`src/rtl/writeback_arbiter_if.sv`:
```
// Write-back port bundle: ALU result, LSU handshake, register-file write port,
// decode-stage forwarding lookups and queue occupancy.
// master = producer/consumer side (pipeline, testbench); slave = writeback_arbiter.
interface writeback_arbiter_if #(
    parameter int DATA_W = 16,
    parameter int ADDR_W = 3
);
    logic              alu_valid;
    logic [ADDR_W-1:0] alu_addr;
    logic [DATA_W-1:0] alu_data;

    logic              lsu_valid;
    logic              lsu_ready;
    logic [ADDR_W-1:0] lsu_addr;
    logic [DATA_W-1:0] lsu_data;

    logic              rf_write_enable;
    logic [ADDR_W-1:0] rf_write_addr;
    logic [DATA_W-1:0] rf_write_data;

    logic [ADDR_W-1:0] fwd_addr1;
    logic [ADDR_W-1:0] fwd_addr2;
    logic              fwd_hit1;
    logic [DATA_W-1:0] fwd_data1;
    logic              fwd_hit2;
    logic [DATA_W-1:0] fwd_data2;

    logic [2:0]        q_count;

    modport master (
        output alu_valid, alu_addr, alu_data,
        output lsu_valid, lsu_addr, lsu_data,
        output fwd_addr1, fwd_addr2,
        input  lsu_ready,
        input  rf_write_enable, rf_write_addr, rf_write_data,
        input  fwd_hit1, fwd_data1, fwd_hit2, fwd_data2,
        input  q_count
    );

    modport slave (
        input  alu_valid, alu_addr, alu_data,
        input  lsu_valid, lsu_addr, lsu_data,
        input  fwd_addr1, fwd_addr2,
        output lsu_ready,
        output rf_write_enable, rf_write_addr, rf_write_data,
        output fwd_hit1, fwd_data1, fwd_hit2, fwd_data2,
        output q_count
    );
endinterface

```
`src/rtl/writeback_arbiter.sv`:
```
// Write-back arbiter: ALU results go straight to the registered write port;
// LSU results are queued in a small FIFO and drained whenever the ALU is idle.
// Optional macro WB_FWD_EN adds combinational forwarding of pending writes
// (output stage and queued entries) to the two decode read addresses.
module writeback_arbiter #(
    parameter int DATA_W = 16,
    parameter int ADDR_W = 3,
    parameter int QDEPTH = 2        // 1..7 entries
) (
    input  logic               clk,
    input  logic               reset,
    writeback_arbiter_if.slave bus
);
    // Pointer width covers 0..QDEPTH-1; storage is rounded up to a power of
    // two so the pointer indexes it with no width mismatch.
    localparam int PTR_W = (QDEPTH > 1) ? $clog2(QDEPTH) : 1;
    localparam int SLOTS = 1 << PTR_W;
    localparam logic [2:0]       DEPTH_C  = 3'(QDEPTH);
    localparam logic [PTR_W-1:0] LAST_PTR = PTR_W'(QDEPTH - 1);

    logic [2:0]        count_reg, count_next;
    logic [PTR_W-1:0]  head_reg, head_next;
    logic [PTR_W-1:0]  tail_reg, tail_next;
    logic              rf_we_reg, rf_we_next;
    logic [ADDR_W-1:0] rf_addr_reg, rf_addr_next;
    logic [DATA_W-1:0] rf_data_reg, rf_data_next;

    logic [ADDR_W-1:0] q_addr [SLOTS];
    logic [DATA_W-1:0] q_data [SLOTS];

    logic ready;
    logic push;
    logic pop;

    // Ready looks only at registered occupancy: a pop in the same cycle never
    // makes room for a push into a full queue.
    assign ready = (count_reg < DEPTH_C);
    assign push  = bus.lsu_valid & ready;
    assign pop   = ~bus.alu_valid & (count_reg != 3'd0);

    function automatic logic [PTR_W-1:0] ptr_inc(input logic [PTR_W-1:0] p);
        return (p == LAST_PTR) ? '0 : p + 1'b1;
    endfunction

    // Next-state: ALU beats the queue; otherwise pop head; otherwise idle
    // with address/data held.
    always_comb begin
        count_next   = count_reg;
        head_next    = head_reg;
        tail_next    = tail_reg;
        rf_we_next   = 1'b0;
        rf_addr_next = rf_addr_reg;
        rf_data_next = rf_data_reg;

        if (bus.alu_valid) begin
            rf_we_next   = 1'b1;
            rf_addr_next = bus.alu_addr;
            rf_data_next = bus.alu_data;
        end else if (pop) begin
            rf_we_next   = 1'b1;
            rf_addr_next = q_addr[head_reg];
            rf_data_next = q_data[head_reg];
            head_next    = ptr_inc(head_reg);
        end

        if (push) begin
            tail_next = ptr_inc(tail_reg);
        end

        case ({push, pop})
            2'b10:   count_next = count_reg + 3'd1;
            2'b01:   count_next = count_reg - 3'd1;
            default: count_next = count_reg;
        endcase
    end

    // Control state and output stage; reset discards anything queued.
    always_ff @(posedge clk or posedge reset) begin
        if (reset) begin
            count_reg   <= 3'd0;
            head_reg    <= '0;
            tail_reg    <= '0;
            rf_we_reg   <= 1'b0;
            rf_addr_reg <= '0;
            rf_data_reg <= '0;
        end else begin
            count_reg   <= count_next;
            head_reg    <= head_next;
            tail_reg    <= tail_next;
            rf_we_reg   <= rf_we_next;
            rf_addr_reg <= rf_addr_next;
            rf_data_reg <= rf_data_next;
        end
    end

    // Queue payload storage; validity is tracked by count/head, so no reset.
    always_ff @(posedge clk) begin
        if (push) begin
            q_addr[tail_reg] <= bus.lsu_addr;
            q_data[tail_reg] <= bus.lsu_data;
        end
    end

    assign bus.lsu_ready       = ready;
    assign bus.q_count         = count_reg;
    assign bus.rf_write_enable = rf_we_reg;
    assign bus.rf_write_addr   = rf_addr_reg;
    assign bus.rf_write_data   = rf_data_reg;

`ifdef WB_FWD_EN
    localparam int SUM_W = PTR_W + 1;
    localparam logic [SUM_W-1:0] DEPTH_S = SUM_W'(QDEPTH);

    // age_slot[k] is the storage slot of the k-th oldest entry; age_valid[k]
    // says whether that entry is currently occupied.
    logic [PTR_W-1:0]  age_slot [QDEPTH];
    logic [QDEPTH-1:0] age_valid;
    logic [ADDR_W-1:0] look_addr [2];

    genvar gi;
    generate
        for (gi = 0; gi < QDEPTH; gi++) begin : g_age
            logic [SUM_W-1:0] sum;
            assign sum = {1'b0, head_reg} + SUM_W'(gi);
            assign age_slot[gi]  = (sum >= DEPTH_S) ? PTR_W'(sum - DEPTH_S)
                                                    : sum[PTR_W-1:0];
            assign age_valid[gi] = (3'(gi) < count_reg);
        end
    endgenerate

    assign look_addr[0] = bus.fwd_addr1;
    assign look_addr[1] = bus.fwd_addr2;

    generate
        for (gi = 0; gi < 2; gi++) begin : g_fwd
            logic              hit;
            logic [DATA_W-1:0] data;
            // Scan oldest to youngest so the youngest pending write wins;
            // the output stage is the oldest of all.
            always_comb begin
                hit  = 1'b0;
                data = '0;
                if (rf_we_reg && (rf_addr_reg == look_addr[gi])) begin
                    hit  = 1'b1;
                    data = rf_data_reg;
                end
                for (int k = 0; k < QDEPTH; k++) begin
                    if (age_valid[k] && (q_addr[age_slot[k]] == look_addr[gi])) begin
                        hit  = 1'b1;
                        data = q_data[age_slot[k]];
                    end
                end
            end
        end
    endgenerate

    assign bus.fwd_hit1  = g_fwd[0].hit;
    assign bus.fwd_data1 = g_fwd[0].data;
    assign bus.fwd_hit2  = g_fwd[1].hit;
    assign bus.fwd_data2 = g_fwd[1].data;
`else
    assign bus.fwd_hit1  = 1'b0;
    assign bus.fwd_data1 = '0;
    assign bus.fwd_hit2  = 1'b0;
    assign bus.fwd_data2 = '0;

    logic unused_fwd_addr;
    assign unused_fwd_addr = ^{bus.fwd_addr1, bus.fwd_addr2};
`endif

endmodule
```
`src/flat_wrapper.sv`:
```
// flat-port wrapper written by rule: the top's interface ports become plain ports
module writeback_arbiter_flat 
#(
    parameter int DATA_W = 16,
    parameter int ADDR_W = 3,
    parameter int QDEPTH = 2                       
)
  (clk, reset, bus_alu_valid, bus_alu_addr, bus_alu_data, bus_lsu_valid, bus_lsu_addr, bus_lsu_data, bus_fwd_addr1, bus_fwd_addr2, bus_lsu_ready, bus_rf_write_enable, bus_rf_write_addr, bus_rf_write_data, bus_fwd_hit1, bus_fwd_data1, bus_fwd_hit2, bus_fwd_data2, bus_q_count);
  writeback_arbiter_if #(.DATA_W(DATA_W), .ADDR_W(ADDR_W)) bus_i ();
  input  logic clk;
  input  logic reset;
  input wire logic [$bits(bus_i.alu_valid)-1:0] bus_alu_valid;
  input wire logic [$bits(bus_i.alu_addr)-1:0] bus_alu_addr;
  input wire logic [$bits(bus_i.alu_data)-1:0] bus_alu_data;
  input wire logic [$bits(bus_i.lsu_valid)-1:0] bus_lsu_valid;
  input wire logic [$bits(bus_i.lsu_addr)-1:0] bus_lsu_addr;
  input wire logic [$bits(bus_i.lsu_data)-1:0] bus_lsu_data;
  input wire logic [$bits(bus_i.fwd_addr1)-1:0] bus_fwd_addr1;
  input wire logic [$bits(bus_i.fwd_addr2)-1:0] bus_fwd_addr2;
  output wire logic [$bits(bus_i.lsu_ready)-1:0] bus_lsu_ready;
  output wire logic [$bits(bus_i.rf_write_enable)-1:0] bus_rf_write_enable;
  output wire logic [$bits(bus_i.rf_write_addr)-1:0] bus_rf_write_addr;
  output wire logic [$bits(bus_i.rf_write_data)-1:0] bus_rf_write_data;
  output wire logic [$bits(bus_i.fwd_hit1)-1:0] bus_fwd_hit1;
  output wire logic [$bits(bus_i.fwd_data1)-1:0] bus_fwd_data1;
  output wire logic [$bits(bus_i.fwd_hit2)-1:0] bus_fwd_hit2;
  output wire logic [$bits(bus_i.fwd_data2)-1:0] bus_fwd_data2;
  output wire logic [$bits(bus_i.q_count)-1:0] bus_q_count;
  assign bus_i.alu_valid = bus_alu_valid;
  assign bus_i.alu_addr = bus_alu_addr;
  assign bus_i.alu_data = bus_alu_data;
  assign bus_i.lsu_valid = bus_lsu_valid;
  assign bus_i.lsu_addr = bus_lsu_addr;
  assign bus_i.lsu_data = bus_lsu_data;
  assign bus_i.fwd_addr1 = bus_fwd_addr1;
  assign bus_i.fwd_addr2 = bus_fwd_addr2;
  assign bus_lsu_ready = bus_i.lsu_ready;
  assign bus_rf_write_enable = bus_i.rf_write_enable;
  assign bus_rf_write_addr = bus_i.rf_write_addr;
  assign bus_rf_write_data = bus_i.rf_write_data;
  assign bus_fwd_hit1 = bus_i.fwd_hit1;
  assign bus_fwd_data1 = bus_i.fwd_data1;
  assign bus_fwd_hit2 = bus_i.fwd_hit2;
  assign bus_fwd_data2 = bus_i.fwd_data2;
  assign bus_q_count = bus_i.q_count;
  writeback_arbiter #(.DATA_W(DATA_W), .ADDR_W(ADDR_W), .QDEPTH(QDEPTH)) u_core (.clk(clk), .reset(reset), .bus(bus_i));
endmodule
```
`config.mk`:
```
export PLATFORM = sky130hd
export DESIGN_NAME = writeback_arbiter_flat
export DESIGN_NICKNAME = d
export VERILOG_FILES = /design/src/rtl/writeback_arbiter_if.sv /design/src/rtl/writeback_arbiter.sv /design/src/flat_wrapper.sv
export SDC_FILE = /design/constraint.sdc
export NUM_CORES = 1
export LEC_CHECK = 0
export ABC_CLOCK_PERIOD_IN_PS = 2110
export BUFFER_PORTS_ARGS = -buffer_cell sky130_fd_sc_hd__buf_2
export CAP_MARGIN = 20
export CORE_MARGIN = 2
export CORE_UTILIZATION = 40
export CTS_BUF_LIST = sky130_fd_sc_hd__clkbuf_4 sky130_fd_sc_hd__clkbuf_8 sky130_fd_sc_hd__clkbuf_16
export DETAILED_ROUTE_END_ITERATION = 10
export HOLD_SLACK_MARGIN = 0.1
export PLACE_DENSITY_LB_ADDON = 0.15
export SLEW_MARGIN = 0
export SYNTH_ARGS = -nofsm -noshare
export SYNTH_HDL_FRONTEND = slang
export SYNTH_SLANG_ARGS = --single-unit
```
`constraint.sdc`:
```
create_clock -name clk -period 2.11 [get_ports clk]
set_input_delay 0.1055 -clock clk [delete_from_list [all_inputs] [get_ports clk]]
set_output_delay 0.1055 -clock clk [all_outputs]
set_load 0.005 [all_outputs]
```
* After elaboration in Yosys (flattened, before gate mapping)
Memories as Yosys holds them, arrays and structs flattened.
Index checks and enable logic that the tools add are counted.
** Word-level totals
- Bits in writable memories :: 38
- Logic and storage cells :: 33
- Input port bits :: 48
- Output and inout port bits :: 58
- Flip-flop bits (word level) :: 25
- Memories :: 2
** Memories
- u_core.q_data :: depth 2, width 16, read ports 1, clocked after Yosys merged registers in 0, wr ports 1, RTL line writeback_arbiter.sv:29 : logic [DATA_W-1:0] q_data [SLOTS];
- u_core.q_addr :: depth 2, width 3, read ports 1, clocked after Yosys merged registers in 0, wr ports 1, RTL line writeback_arbiter.sv:28 : logic [ADDR_W-1:0] q_addr [SLOTS];
** Cells by class
- $lt $le $gt $ge :: 1
- Eq/ne operators :: 2
- Reduce and logical (&&, ||, !) cells :: 4
- Multiplexer cells :: 11
- Bitwise gates (word level) :: 3
- Add/subtract/negate cells :: 4
** Operator list (number)
- two-way mux 16 bit :: 2
- two-way mux 1 bit :: 6
- two-way mux 3 bit :: 2
- case mux 3 bit (2 select lines) :: 1
- nonzero test 2 bit :: 2
- adder 3 x 1 -> 3 bit (second input constant) :: 1
- < comparator 3 x 2 -> 1 bit (second input constant) :: 1
- nonzero test 3 bit :: 1
- subtractor 3 x 1 -> 3 bit (second input constant) :: 1
- adder 1 bit (second input constant) :: 2
- AND 1 bit :: 2
- equality test 2 x 1 -> 1 bit (second input constant) :: 1
- equality test 2 bit (second input constant) :: 1
- AND reduction 2 bit :: 1
- NOT 1 bit :: 1

* Longest topological paths before layout
Gate-level depths: netlist of run 1.
- Depth in word-level cells :: 4
- Gate-level depth with buffers :: 8
- Mapped depth without buffers :: 8

* Least setup slack after synthesis of run 1
Ideal clock, no wire load.
- Path kind :: register to register
- From :: register u_core.count_reg[2], in the netlist u_core.bus.q_count[2]
- To :: memory u_core.q_addr[0][0], enable pin
- Cell stages (with the launch flop) :: 4
- Setup slack :: 86 ps
- Period minus slack after synthesis :: 2024 ps
- Library setup time :: 395 ps
- Path buffers :: 0
- Arrival :: 1629 ps
- Path through :: dfrtp_1 nor2_1 nand2_1 nor2_1
** Between the ends
- Longest elaborated chain between the ends :: 4
** Ends and longest elaborated chain
- from (decl) :: RTL line writeback_arbiter.sv:21 : logic [2:0] count_reg, count_next;
- from (signal assigned) :: RTL line writeback_arbiter.sv:87 : count_reg <= count_next;
- < comparator 3 x 2 -> 1 bit :: RTL line writeback_arbiter.sv:37 : assign ready = (count_reg < DEPTH_C);
- net bus_lsu_ready :: RTL line flat_wrapper.sv:20 : output wire logic [$bits(bus_i.lsu_ready)-1:0] bus_lsu_ready;
- AND 1 bit :: RTL line writeback_arbiter.sv:38 : assign push = bus.lsu_valid & ready;
- two-way mux 1 bit :: RTL line writeback_arbiter.sv:98 : if (push) begin
- two-way mux 1 bit (not written as such) :: RTL line writeback_arbiter.sv:99 : q_addr[tail_reg] <= bus.lsu_addr;
- to (decl) :: RTL line writeback_arbiter.sv:28
The timed path passes the listed nets, and every way through them passes these cells.

* Final worst setup path of run 1
- From :: register u_core.count_reg[2], in the netlist u_core.bus.q_count[2]
- To :: register u_core.count_reg[2], in the netlist u_core.bus.q_count[2]
** Between the ends
- Longest elaborated chain between the ends :: 4
- Elaborated cells on any way between the ends :: 10
** Ends and longest elaborated chain
- < comparator 3 x 2 -> 1 bit / nonzero test 3 bit (equally long branches) :: RTL line writeback_arbiter.sv:37, writeback_arbiter.sv:39
- AND 1 bit, on equally long branches :: RTL line writeback_arbiter.sv:38, writeback_arbiter.sv:39
- equality test 2 x 1 -> 1 bit / equality test 2 bit (equally long branches) :: RTL line writeback_arbiter.sv:70 : case ({push, pop})
- case mux 3 bit (2 select lines) / nonzero test 2 bit (equally long branches)
Parallel ways exist; a longest one is shown, timed or not.
A chain may end at the register's enable or synchronous reset.

==> impl_metrics.toml, run 1 <==
[sta]
finalSetupViolations = 0
period_minus_slack_ns = 1.91
slew_viol_final = 0
rsz0062_at_grt = "no"
hold_viol_final = 0
tns_ns = 0
holdWs_ns = 0.132
worst_clock_skew_ns = 0.00824
worst_slack_ns = 0.198
clock.fmax_mhz = 523
post-route-period-util = 0.906

[global_route]
antenna_found_initial = 0
grt-ovfl-total = 0
grt.total_usage = 0.150
grt_pass1_vias = 1757
grt_pass1_wl_um = 8370
grt_max_degree = 26

[clock_tree]
cts_resized = 0
cts_buffer_depth = 2
cts.sinks = 63
postCtsSetupBuffers = 0
clk_latency_ns = 0.33
htree_levels = 3
clk_pin_slew_ns = 0.06
cts_buffers = 9
root_buffer = "clkbuf_8"
hold_buffers = 39
cts_tree = "built"

[cells_and_area]
area_delta_synth_final_pct = 33.3
num_antenna_cells = 0
layout.cells.non_filler = 419
drive_gt1_frac = 0.347
largest-register = "u_core.q_data"
stdcell_area_sq_mm = 0.00373
fin_util = 0.549
largest_reg_flops = 32
nNetsFinal = 368

[synth]
syn_area_per_cell_sq_um = 13.8
yosysTopAreaCellShare = 0.408
synth_enable_flop_cells = 38
yosysMostFrequentCell = "edfxtp_1"
synth_area_leader_cell = "edfxtp_1"
synthArstFlopShare = 0.397
yosysWarningCount = 0
yosysUniqueCellTypes = 21
synth.ff_latch_count = 63
yosysSeqAreaShare = 0.632
synthCells = 202
synth_area_leaders = "edfxtp_1 41%, dfrtp_1 22%, buf_4 9.4%"
synth_top_flop_cell = "edfxtp_1"
ys_top_cells_by_count = "38 x edfxtp_1, 35 x buf_4, 25 x dfrtp_1"
netlist_area_sq_mm = 0.00280

[place]
place_area_sq_mm = 0.00314
post-place-ws_ns = 0.198
dp_hpwl_um = 3510
gp_congestion = 0.712
io_buffers = 65
dp.cells = 364

[floorplanning]
die_area_sq_mm = 0.00768
core.rowCount = 30
coreArea_sq_mm = 0.00679
dieWidth_um = 87.6
ios = 106
die-height_um = 87.6
start_util = 0.412

[detailed_routing]
drc = 0
first_pass_iters = 4
viasPerCell = 4.23
num_vias = 1772
drt_iter0_drc = 55
routed_wl_um = 5240
wl_per_cell_um = 12.5
antenna_left = 0

[setup_path]
required_ns = 2.36
endpoint_kind = "flop"
critical_path_class = "reg2reg"
arrival_ns = 2.16
start_kind = "flop"
path_max_fanout = 4

[power_and_ir_drop]
internal_power_mw = 2.77
swShare = 0.286
irDropWorstVdd_mv = 0.473
power.switching_mw = 1.11
p_leak_nw = 1.62
p_clk_frac = 0.265
seqPwrFrac = 0.455
powerDensity_mw_per_mm2 = 1040
p_comb_frac = 0.280
finalPower_mw = 3.88

[run]
max_cap_violations = 0

[hold_path]
hp-class = "in2reg"

[outcome]
status = "finished, final reports clean"
## cells by family after synthesis
family / count (synthesis) / share of synthesized area
other: 1 / 0.00134
adder cells (fa/ha/maj): 2 / 0.0116
XOR/XNOR: 5 / 0.0157
AO/OA/AOI/OAI: 20 / 0.0358
buffers and inverters: 47 / 0.115
flip-flops: 63 / 0.632
AND/OR/NAND/NOR: 25 / 0.0407
multiplexers: 39 / 0.148
## power by group through the flow
stage | sequential (mW) | combinational (mW) | clock [mW]
2_1_floorplan | 1.79 | 0.677 | 0
3_3_place_gp | 1.78 | 1.05 | 0
3_5_place_dp | 1.79 | 1.06 | 0
4_1_cts | 1.77 | 1.12 | 1.06
5_1_grt | 1.80 | 1.23 | 1.11
6_report | 1.77 | 1.09 | 1.03
## worst paths after layout
| path | cells after the start | startpoint | slack [ns] | end |
|---|---|---|---|---|
| max | 8 | u_core.bus.q_count[2] | 0.20 | u_core.bus.q_count[2] |
| min | 3 | bus_alu_valid | 0.13 | u_core.head_reg |
| max reg2reg | 8 | u_core.bus.q_count[2] | 0.20 | u_core.bus.q_count[2] |
| min reg2reg | 2 | u_core.bus.rf_write_data[2] | 0.47 | u_core.bus.rf_write_data[2] |
| max in group asynchronous | 4 | reset | 1.48 | u_core.bus.q_count[2] |
| min in group asynchronous | 4 | reset | 0.38 | u_core.bus.rf_write_data[8] |
## layout by cell type, fill, tap and decap left out, types with 5 or more instances in the layout
master,synthesis,layout
mux2_2,19,19
o21ai_0,18,18
dfrtp_1,25,25
clkbuf_8,0,10
nand2_1,20,20
inv_1,5,5
edfxtp_1,38,38
conb_1,1,34
buf_4,35,10
buf_2,5,65
dlygate4sd3_1,0,39
mux2i_1,20,20
## final cells by class
class,instances,area [sq um]
clock buffer,12,153
clock inverter,4,45.0
fill,585,3070
inverter,5,18.8
multi-input combinational,125,835
sequential,63,1770
tap,96,120
timing repair buffer,114,791
## worst max-delay path, stage by stage, from the launching register on
cell,delay (ns)
dfrtp_1,0.45
nor2_1,0.11
a21oi_1,0.23
ha_1,0.22
inv_1,0.06
fa_1,0.37
xor2_1,0.15
nor2_1,0.11
xor2_1,0.14
## routing by layer
layer / GRT usage / up-vias / wire length, um
met2: 0.237 / 73 / 2560
met4: 0.0797 / 0 / 78
met3: 0.0386 / 7 / 325
met1: 0.192 / 823 / 2270
li1: - / 869 / -
met5: 0 / - / 0
Note: power is estimated with default switching activity, not from simulation.
==> inputs of run 2 (changes only) <==
PLACE_DENSITY = 0.67   (was default)
PLACE_DENSITY_LB_ADDON = default   (was 0.15)
==> impl_metrics.toml, run 2 (synthesized netlist as in run 1, its figures left out) <==
[power_and_ir_drop]
internal_power_mw = 2.73
irDropWorstVdd_mv = 0.607
power.switching_mw = 1.12
powerDensity_mw_per_mm2 = 1040
p_leak_nw = 1.60
seqPwrFrac = 0.467
p_comb_frac = 0.275
swShare = 0.291
p_clk_frac = 0.258

[detailed_routing]
antenna_left = 0
num_vias = 1807
routed_wl_um = 5250
wl_per_cell_um = 12.6
drc = 0
first_pass_iters = 4
drt_iter0_drc = 57
viasPerCell = 4.34

[run]
max_cap_violations = 0

[global_route]
antenna_found_initial = 0
grt_max_degree = 26
grt-ovfl-total = 0
grt_pass1_wl_um = 8340
grt_pass1_vias = 1769
grt.total_usage = 0.148

[clock_tree]
cts_tree = "built"
htree_levels = 3
root_buffer = "clkbuf_8"
postCtsSetupBuffers = 0
clk_latency_ns = 0.33
cts_buffers = 9
clk_pin_slew_ns = 0.07
cts.sinks = 63
cts_buffer_depth = 2

[cells_and_area]
drive_gt1_frac = 0.347
layout_common_cells = "65 x buf_2, 38 x edfxtp_1, 37 x dlygate4sd3_1"
num_antenna_cells = 0
area_delta_synth_final_pct = 32.1
regArea_sq_mm = 0.00177
largest_reg_flops = 32
fill_cells = 575
multi_input_area_sq_um = 838
largest-register = "u_core.q_data"
final_common_cell = "buf_2"
stdcell_area_sq_mm = 0.00369
nNetsFinal = 365

[sta]
period_minus_slack_ns = 1.93
clock.fmax_mhz = 518
hold_viol_final = 0
worst_clock_skew_ns = 0.00858
tns_ns = 0
holdWs_ns = 0.102
finalSetupViolations = 0
worst_slack_ns = 0.180
post-route-period-util = 0.915
slew_viol_final = 0
rsz0062_at_grt = "no"

[floorplanning]
die-height_um = 87.6
ios = 106
dieWidth_um = 87.6
coreArea_sq_mm = 0.00679
start_util = 0.412
core.rowCount = 30
die_area_sq_mm = 0.00768

[setup_path]
required_ns = 2.37
crit_path_top_delay_cell = "dfrtp_1"
cp_cell_sequence = "nor2_1, a21oi_2, ha_1, inv_1, fa_1, xor2_1, nor2_1, xor2_1"
start_kind = "flop"
path_max_fanout = 4
arrival_ns = 2.19
endpoint_kind = "flop"
worst_path_largest_cell_delay_ns = 0.46
critical_path_class = "reg2reg"

[hold_path]
hp-class = "in2reg"

[place]
place_area_sq_mm = 0.00313
io_buffers = 65
dp_hpwl_um = 3350
post-place-ws_ns = 0.107
gp_congestion = 0.752

[outcome]
status = "finished, final reports clean"
run 2: worst max-delay path: cells and delay by family, from the launching register on:
| kind | cells | cell delay (ns) |
|---|---|---|
| xor gates and xnor gates | 2 | 0.31 |
| DFF | 1 | 0.46 |
| AOI/OAI and AO/OA | 1 | 0.21 |
| buffers and inverters | 1 | 0.06 |
| and+or+nand+nor | 2 | 0.24 |
| adders and majority gates | 2 | 0.58 |
run 2: stage by stage:
step | total power, mW | utilization | cells
global route | 4.08 | 0.544 | 416
detailed placement | 2.84 | 0.461 | 363
global placement | 2.80 | 0.461 | 363
finish | 3.85 | 0.544 | 416
CTS | 3.89 | 0.543 | 416
floorplan | 2.46 | - | 235
run 2: cell type report:
class / count / area share
Clock buffer: 11 / 0.0376
Clock inverter: 5 / 0.0132
Inverter: 5 / 0.00508
Timing Repair Buffer: 111 / 0.207
Tap cell: 96 / 0.0325
Sequential cell: 63 / 0.478
Multi-Input combinational cell: 125 / 0.227
run 2: worst paths after layout:
check,from,to,slack (ns),cells past startpoint
min,bus_alu_addr[2],u_core.bus.rf_write_addr[2],0.10,3
min in group asynchronous,reset,u_core.bus.rf_write_data[4],0.37,4
min reg2reg,u_core.bus.rf_write_data[13],u_core.bus.rf_write_data[13],0.47,2
max,u_core.bus.q_count[2],u_core.bus.q_count[2],0.18,8
max reg2reg,u_core.bus.q_count[2],u_core.bus.q_count[2],0.18,8
max in group asynchronous,reset,u_core.bus.rf_write_data[9],1.47,4
run 2: timing repair:
action	4_1_cts	5_1_grt
endpoints found under the setup margin	0	1
hold buffers	37	0
endpoints found under the hold margin	80	0
resized for setup	0	1
run 2: per-layer routing:
layer  track usage  part of all wire  vias up
li1              -                 -      862
met1         0.166              0.41      870
met2         0.265              0.53       67
met3        0.0245             0.041        8
met4        0.0839             0.020        0
met5             0                 0        -
run 2: power by group through the flow:
stage	sequential [mW]	combinational (mW)	clock, mW
floorplan	1.79	0.677	0
global placement	1.81	0.988	0
detailed placement	1.82	1.01	0
CTS	1.80	1.07	1.01
global route	1.84	1.17	1.07
finish	1.80	1.06	0.994
==> inputs of run 3 (changes only) <==
GPL_ROUTABILITY_DRIVEN = 0   (was default)
GPL_TIMING_DRIVEN = 0   (was default)
==> impl_metrics.toml, run 3 (synthesized netlist as in run 1, its figures left out) <==
[outcome]
status = "finished, final reports clean"

[global_route]
grt-ovfl-total = 0
grt_pass1_wl_um = 8080
antenna_found_initial = 0
grt_pass1_vias = 1704
grt.total_usage = 0.147
grt_max_degree = 26

[floorplanning]
die-height_um = 87.6
ios = 106
die_area_sq_mm = 0.00768
core.rowCount = 30
coreArea_sq_mm = 0.00679
start_util = 0.412
dieWidth_um = 87.6

[cells_and_area]
nNetsFinal = 399
final_common_cell = "buf_2"
layout_common_cells = "70 x buf_2, 38 x edfxtp_1, 36 x dlygate4sd3_1"
largest_reg_flops = 32
area_delta_synth_final_pct = 41.6
num_antenna_cells = 0
largest-register = "u_core.q_data"
fill_cells = 562
drive_gt1_frac = 0.404

[setup_path]
reg2reg_to = "u_core.bus.q_count[2]"
worst_path_largest_cell_delay_ns = 0.45
arrival_ns = 2.19
worstSetupStartpoint = "u_core.bus.q_count[2]"
crit_path_end = "u_core.bus.q_count[2]"
cp_cell_sequence = "nor2_1, a21oi_1, ha_1, inv_1, fa_1, xor2_1, nor2_1, xor2_1"
endpoint_kind = "flop"
crit_buf_inv = 1
start_kind = "flop"
rr_worst_depth = 8
crit_cells = 8
critical_path_class = "reg2reg"
required_ns = 2.37
r2r_start = "u_core.bus.q_count[2]"
path_max_fanout = 4
rrSetupSlack_ns = 0.17
cp_top_family = "adder cells"
crit_path_top_delay_cell = "dfrtp_1"

[detailed_routing]
drt_iter0_drc = 45
num_vias = 1858
viasPerCell = 4.13
antenna_left = 0
first_pass_iters = 4
drc = 0
routed_wl_um = 5530
wl_per_cell_um = 12.3

[sta]
worst_clock_skew_ns = 0.00983
period_minus_slack_ns = 1.94
worst_slack_ns = 0.174
clock.fmax_mhz = 516
worst_slew_pin_slew_ns = 0.929
rsz0062_at_grt = "no"
hold_viol_final = 0
post-route-period-util = 0.918
slew_viol_final = 0
finalSetupViolations = 0
max-slew-margin-rel = 0.381

[hold_path]
hp-class = "in2reg"
holdPathStages = 3

[clock_tree]
cts.sinks = 63
cts_resized = 0
postCtsSetupBuffers = 0
clk_latency_ns = 0.34
hold_buffers = 36
root_buffer = "clkbuf_8"
htree_levels = 3
cts_buffer_depth = 2
clk_pin_slew_ns = 0.07
cts_tree = "built"
cts_buffers = 9

[power_and_ir_drop]
irDropWorstVdd_mv = 0.514
powerDensity_mw_per_mm2 = 986
finalPower_mw = 3.91
p_leak_nw = 1.79

[place]
post-place-ws_ns = 0.168
io_buffers = 65
dp_hpwl_um = 3680

[run]
max_cap_violations = 0
==> run 3: changes by cell type in the layout (fill, tap and decap cells not counted), sizes merged <==
cell         delta
dlygate4sd3     -1
clkinvlp        +1
buf            +34
clkinv          -1
clkbuf          +1
==> run 3: worst min path at each step <==
stage / start / end / slack (ns)
after floorplan: reset / u_core.bus.q_count[0] / 0.13
after global placement: bus_lsu_addr[0] / u_core.q_addr[0][0] / 0.29
after detailed placement: bus_lsu_data[9] / u_core.q_data[1][9] / 0.30
after CTS: bus_alu_data[2] / u_core.bus.rf_write_data[2] / 0.10
after global routing: bus_lsu_valid / u_core.tail_reg / 0.12
final: bus_alu_data[2] / u_core.bus.rf_write_data[2] / 0.09
==> run 3: final cells by class <==
| class | count | area [sq um] | area share |
|---|---|---|---|
| Buffer | 42 | 303 | 0.0765 |
| Clock buffer | 11 | 139 | 0.0351 |
| Clock inverter | 5 | 50.0 | 0.0126 |
| Inverter | 5 | 18.8 | 0.00474 |
| Multi-Input combinational cell | 125 | 835 | 0.211 |
| Sequential cell | 63 | 1770 | 0.446 |
| Tap cell | 96 | 120 | 0.0303 |
| Timing Repair Buffer | 103 | 728 | 0.184 |
==> run 3: metal layers <==
| layer | global-route usage | vias to the layer above | part of all wire |
|---|---|---|---|
| met5 | 0 | - | 0 |
| met4 | 0.0881 | 0 | 0.022 |
| met3 | 0.0368 | 12 | 0.058 |
| met2 | 0.245 | 71 | 0.50 |
| met1 | 0.171 | 845 | 0.42 |
| li1 | - | 930 | - |
==> run 3: worst register-to-register path, delay by kind of cell, from the launching register on <==
kind | cells | cell delay [ns]
xor+xnor | 2 | 0.30
flops | 1 | 0.45
simple gates | 2 | 0.23
compound gates | 1 | 0.24
fa+ha+maj | 2 | 0.59
buf+inv | 1 | 0.06
==> run 3: where the power goes <==
group          leakage, nW  internal [mW]  switching, mW
Clock               0.0952          0.562          0.449
Combinational         1.05          0.587          0.538
Sequential           0.636           1.61          0.156
==> run 3: per-stage QoR <==
stage	util	instance area [sq um]	setup TNS, ns	hold slack (ns)	std cells
floorplan	-	2920	0	0.133	235
global placement	0.495	3370	-7.86	0.294	396
detailed placement	0.498	3380	0	0.296	397
CTS	0.579	3930	0	0.100	449
global route	0.583	3960	0	0.121	450
finish	0.583	3960	0	0.0865	450
